===== src/rtl/rom_fetch_sequencer.sv =====
// rom_fetch_sequencer
//   Sits between the core's program counter and a slow instruction ROM.
//   A fetch request latches the PC onto the ROM address bus and holds it
//   for WAIT_STATES cycles. The ROM word is then captured into the
//   instruction register and ir_valid pulses for one cycle. A flush
//   (taken jump/branch) kills the in-flight fetch. If fetch_req arrives
//   in the same cycle as the flush, the fetch restarts at the new PC.
//
// Ports:
//   clk       in   system clock, rising edge
//   reset     in   synchronous active-high reset
//   fetch_req in   core requests an instruction at pc_in
//   pc_in     in   fetch address from the core PC
//   flush     in   abort the in-flight fetch
//   rom_addr  out  registered ROM address
//   rom_data  in   ROM read data, valid WAIT_STATES cycles after rom_addr changes
//   ir_out    out  registered captured instruction
//   ir_valid  out  one-cycle pulse when ir_out holds a new instruction
//   stall     out  combinational: core must hold PC and pipeline
//   busy      out  registered, high while a fetch is outstanding

module rom_fetch_sequencer #(
   parameter int ADDR_W      = 8,
   parameter int DATA_W      = 8,
   parameter int WAIT_STATES = 2
) (
   input  logic              clk,
   input  logic              reset,
   input  logic              fetch_req,
   input  logic [ADDR_W-1:0] pc_in,
   input  logic              flush,
   output logic [ADDR_W-1:0] rom_addr,
   input  logic [DATA_W-1:0] rom_data,
   output logic [DATA_W-1:0] ir_out,
   output logic              ir_valid,
   output logic              stall,
   output logic              busy
);

   typedef enum logic [0:0] {
      ST_IDLE = 1'b0,
      ST_WAIT = 1'b1
   } state_t;

   // The count reaches zero in the last wait cycle, so the capture edge
   // falls exactly WAIT_STATES edges after the acceptance edge.
   localparam logic [3:0] CNT_RELOAD = 4'(WAIT_STATES - 1);

   state_t     state_r;
   logic [3:0] cnt_r;
   logic       ir_valid_next_s;

   // Capture qualifier: last wait cycle with no flush pending.
   always_comb begin
      ir_valid_next_s = 1'b0;
      if ((state_r == ST_WAIT) && !flush && (cnt_r == 4'd0)) begin
         ir_valid_next_s = 1'b1;
      end else begin
         ir_valid_next_s = 1'b0;
      end
   end

   // Stall covers the whole fetch. It also covers the IDLE cycle in which
   // a new request is being accepted.
   always_comb begin
      stall = 1'b0;
      if (state_r == ST_WAIT) begin
         stall = 1'b1;
      end else begin
         stall = fetch_req & ~ir_valid_next_s;
      end
   end

   // Fetch state machine with registered ROM address, instruction register,
   // valid strobe and busy flag.
   always_ff @(posedge clk) begin
      if (reset) begin
         state_r  <= ST_IDLE;
         cnt_r    <= 4'd0;
         rom_addr <= {ADDR_W{1'b0}};
         ir_out   <= {DATA_W{1'b0}};
         ir_valid <= 1'b0;
         busy     <= 1'b0;
      end else begin
         ir_valid <= 1'b0;
         case (state_r)
            ST_IDLE: begin
               if (fetch_req) begin
                  rom_addr <= pc_in;
                  cnt_r    <= CNT_RELOAD;
                  state_r  <= ST_WAIT;
                  busy     <= 1'b1;
               end
            end
            ST_WAIT: begin
               if (flush) begin
                  // A flush paired with a request redirects the fetch
                  // instead of dropping back to IDLE.
                  if (fetch_req) begin
                     rom_addr <= pc_in;
                     cnt_r    <= CNT_RELOAD;
                  end else begin
                     state_r <= ST_IDLE;
                     busy    <= 1'b0;
                  end
               end else if (cnt_r != 4'd0) begin
                  cnt_r <= cnt_r - 4'd1;
               end else begin
                  ir_out   <= rom_data;
                  ir_valid <= 1'b1;
                  state_r  <= ST_IDLE;
                  busy     <= 1'b0;
               end
            end
            default: begin
               state_r <= ST_IDLE;
               busy    <= 1'b0;
            end
         endcase
      end
   end

endmodule


===== config.mk =====
export PLATFORM = sky130hd
export DESIGN_NAME = rom_fetch_sequencer
export DESIGN_NICKNAME = d
export VERILOG_FILES = /design/src/rtl/rom_fetch_sequencer.sv
export SDC_FILE = /design/constraint.sdc
export NUM_CORES = 1
export LEC_CHECK = 0
export ABC_AREA = 1
export BUFFER_PORTS_ARGS = -buffer_cell sky130_fd_sc_hd__buf_2
export CAP_MARGIN = 10
export CELL_PAD_IN_SITES_DETAIL_PLACEMENT = 1
export CELL_PAD_IN_SITES_GLOBAL_PLACEMENT = 1
export CORE_ASPECT_RATIO = 2
export CORE_UTILIZATION = 35
export CTS_BUF_LIST = sky130_fd_sc_hd__clkbuf_16
export DETAILED_ROUTE_END_ITERATION = 10
export PLACE_DENSITY_LB_ADDON = 0.1
export SLEW_MARGIN = 25
export SYNTH_ARGS = -nofsm -noshare
export SYNTH_HDL_FRONTEND = slang
export SYNTH_SLANG_ARGS = --single-unit

===== constraint.sdc =====
create_clock -name clk -period 3.92 [get_ports clk]
set_clock_uncertainty 0.2 [all_clocks]
set_input_delay 0 -clock clk [delete_from_list [all_inputs] [get_ports clk]]
set_output_delay 0 -clock clk [all_outputs]
set_load 0.03 [all_outputs]

Word-level counts from Yosys, hierarchy flattened
Index checks and enable logic that the tools add are counted.
Widths: inputs -> output; s select.

storage, ports and cells
  flip-flop bits (word level) = 23
  latch bits = 0
  memory bits (writable) = 0
  bits in read-only memories = 0
  bits of input ports = 20
  output and inout port bits = 19
  logic and storage cells = 44
  memories = 0

operators by class
  $add $sub $neg = 1
  $mul = 0
  div/mod/pow operators = 0
  $lt $le $gt $ge = 0
  equality and inequality tests = 5
  shift-type cells = 0
  muxes and demuxes = 19
  bitwise operators = 5
  reductions and logical operators = 8

operators by type and width
  cell                 count
  $mux 8               2
  $pmux 8 s2           1
  $mux 4               3
  $mux 1               10
  $pmux 4 s2           1
  $ne 3x3->1 const B   2
  $reduce_and 3->1     2
  $logic_not 4->1      1
  $ne 2x2->1 const B   2
  $not 1->1            4
  $pmux 1 s2           2
  $reduce_bool 4->1    1
  $sub 4x1->4 const B  1
  $ne 3x2->1 const B   1
  $reduce_or 3->1      1
  $logic_and 1x1->1    2
  $and 1x1->1          1
  $logic_not 1->1      1

Longest topological paths before layout
  depth after elaboration = 7
  mapped depth = 7
  depth with buffers taken out = 7

Least setup slack after synthesis
No wires, ideal clock.

  path type = flip-flop to flip-flop
  start = register cnt_r[1]
  end = register cnt_r[0]
  library setup time = 0.119 ns
  data arrival time = 1.014 ns
  data required time = 3.601 ns
  setup slack = 2.586 ns
  stages on the path, launching flop included = 7
  buffers on the path = 0
  clock period less this slack = 1.334 ns
  path through = dfxtp_1 inv_1 ha_1 nand2_1 nand2_1 o21ai_0 a21oi_1

between the ends
  longest elaborated chain between the ends = 2

RTL lines
  element                   line  source
  start: declaration        50    logic [3:0] cnt_r;
  start signal: assignment  107   cnt_r <= cnt_r - 4'd1;
  $reduce_bool 4->1         106   end else if (cnt_r != 4'd0) begin
  $ne 3x2->1 (no line)      n/a

Every way passes these cells.
A chain may end at the register's enable or synchronous reset.

Final worst setup path
  start = input port flush
  end = register rom_addr[2]

between the ends
  longest elaborated chain between the ends = 1

RTL lines
  element                 line  source
  start: declaration      31    input logic flush,
  $ne 2x2->1 (no line)    n/a
  end signal: assignment  80    rom_addr <= {ADDR_W{1'b0}};
  end signal: assignment  89    rom_addr <= pc_in;
  end signal: assignment  100   rom_addr <= pc_in;
  end: declaration        32    output logic [ADDR_W-1:0] rom_addr,

Every way passes these cells.

==> impl_metrics.env <==
export IMPL_antenna_found_initial=0
export IMPL_root_buffer="clkbuf_16"
export IMPL_start_util_pct=37.0
export IMPL_grtUsageTotal_pct=26.1
export IMPL_outcome="completed"
export IMPL_ir_worst_vdd_uv=272
export IMPL_final_design_area_no_fill_um2=1580
export IMPL_synth_seq_cells=23
export IMPL_layout_drive_gt1_share_pct=26.2
export IMPL_postSynthAreaPerCell_um2=7.85
export IMPL_finalPower_uw=574
export IMPL_yosys_area_top_type="dfxtp_1"
export IMPL_drtIter0Drc=12
export IMPL_clock_sinks=23
export IMPL_synth_common_cells="nand2_1 (38), dfxtp_1 (23), nand3_1 (21), a21oi_1 (13), inv_1 (6)"
export IMPL_finish_utilization_pct=61.6
export IMPL_cts_tree="done"
export IMPL_die_x_um=38.8
export IMPL_yosysWarnings=0
export IMPL_maxCapViolCount=0
export IMPL_slew_headroom_pct=80.0
export IMPL_cts_resized=0
export IMPL_setup_viol=0
export IMPL_critPathCaptureType="register"
export IMPL_period_minus_slack_ps=2380
export IMPL_holdWs_ps=266
export IMPL_synthesis_area_um2=950
export IMPL_rrSetupSlack_ps=1560
export IMPL_drc=0
export IMPL_gr_total_overflow=0
export IMPL_clk_latency_ps=250
export IMPL_cts_buffers=3
export IMPL_nFillCells=317
export IMPL_grt_pass1_wl_um=5370
export IMPL_antennaDiodeCount=0
export IMPL_ant_nets=0
export IMPL_powerDensity_nw_per_um2=362
export IMPL_synth_edf_count=0
export IMPL_ys_seq_area_share_pct=48.5
export IMPL_max_freq_ghz=0.420
export IMPL_htreeDepth=1
export IMPL_leakage_uw=0.000770
export IMPL_postPlaceCellArea_um2=1150
export IMPL_syn2layout_area_growth_pct=66.8
export IMPL_hpwl_um=1990
export IMPL_grt_pass1_vias=1210
export IMPL_crit_top_cell="dlygate4sd3_1"
export IMPL_critical_path_peak_fanout=9
export IMPL_critPathSlowestCell="dlygate4sd3_1"
export IMPL_synthArstFlopShare_pct=0
export IMPL_vias_per_cell=4.89
export IMPL_crit_path_start_kind="primary input"
export IMPL_synthMostInstantiatedCell="nand2_1"
export IMPL_final_max_slew_viol_count=0
export IMPL_die_area_um2=2940
export IMPL_synthDistinctLibCells=19
export IMPL_finalCritPeriodShare_pct=60.7
export IMPL_rows=26
export IMPL_arrival_ps=2320
export IMPL_yosys_most_used_dff="dfxtp_1"
export IMPL_crit_path_max_incr_delay_ps=590
export IMPL_wirelength_um=3390
export IMPL_vias=1091
export IMPL_tightestPinTransition_ps=300
export IMPL_cp_data_required_time_ps=3860
export IMPL_core_area_um2=2570
export IMPL_port_buffers=38
export IMPL_synth_top_cell_area_share_pct=48.5
export IMPL_wl_per_cell_um=15.2
export IMPL_synthCells=121
export IMPL_fin_setup_tns_ps=0
export IMPL_synth_area_top_cells="dfxtp_1 (48%), nand2_1 (15%), nand3_1 (11%)"
export IMPL_hp_class="reg -> reg"
export IMPL_grt_start_max_net_pins=15
export IMPL_gp_congestion=0.669
export IMPL_final_nets=217
export IMPL_dr_pass1_iters=4
export IMPL_grt_setup_unrepaired="no"
export IMPL_clockBufferDepth=2
export IMPL_crit_chain="dlygate4sd3_1 -> buf_2 -> nor2_8 -> inv_2 -> nand3_1 -> dlygate4sd3_1 -> a21oi_1 -> dlygate4sd3_1"
export IMPL_crit_type="in -> reg"
export IMPL_clk_pin_slew_ps=60
export IMPL_final_hold_viol_count=0
export IMPL_synthesis_nets=142
export IMPL_ios=39
export IMPL_fp_dieH_um=75.7
-- logic make-up (layout without fill, tap and decap cells) --
group,count (synthesis),after routing,share of synthesized area [%]
compound gates,15,15,7.90
fa+ha+maj,1,1,1.32
buf+inv,12,86,5.66
flops,23,23,48.5
simple gates,70,70,36.6
-- routing by layer --
layer	global-route usage (%)	share of wire [%]
met5	0	0
met4	6.90	0.77
met3	3.50	1.8
met2	51.3	59
met1	26.8	38
-- cell type report --
class / count / area, um^2 / share of cell area, %
multi-input combinational: 86 / 435 / 27.5
inverter: 9 / 33.8 / 2.13
clock buffer: 3 / 75.1 / 4.74
sequential: 23 / 460 / 29.1
timing repair buffer: 73 / 541 / 34.1
clock inverter: 1 / 3.75 / 0.237
tap: 28 / 35.0 / 2.21
-- worst max-delay path, delay by kind of cell --
family                 cells  cell delay (ps)
AOI/OAI and AO/OA          1               70
buffers and inverters      5             1970
and+or+nand+nor            2              260
-- state kept, by name, indices dropped and copies added (netlist names) --
name and count:
rom_addr 8, cnt_r 4, ir_valid 1, state_r 1, ir_out 8, busy 1
-- cell usage in the layout, fill, tap and decap left out, drive strengths merged --
master	count
a21oi	13
buf	38
clkbuf	3
dfxtp	23
dlygate4sd3	35
ha	1
inv	10
nand2	39
nand3	24
nand3b	1
nor2	6
o21ai	2
-- through the flow --
stage,setup WS (ps),instances
finish,1540,223
global route,1490,223
CTS,1640,223
detailed placement,2420,184
global placement,2450,184
floorplan,2590,121
-- repair_timing --
item | CTS | global route
setup buffers | 0 | 0
setup endpoints to repair | 0 | 0
hold buffers | 35 | 0
endpoints found under the hold margin | 21 | 0
-- report_power, final --
part           total [uW]  internal (uW)  switching (uW)
logic                 109           48.5            60.6
registers             251            244            6.17
clock network         214            136            78.6
total                 574            429             145
-- path summary, 6_finish.rpt --
check                                         from                       end  cells past startpoint
worst min register to register   busy$_SDFFE_PP0P_         busy$_SDFFE_PP0P_                      2
worst min-delay path             busy$_SDFFE_PP0P_         busy$_SDFFE_PP0P_                      2
worst max register to register  state_r$_SDFF_PP0_  rom_addr[2]$_SDFFE_PP0P_                      7
worst max-delay path                         flush  rom_addr[2]$_SDFFE_PP0P_                      8
Note: power is estimated with default switching activity, not from simulation.
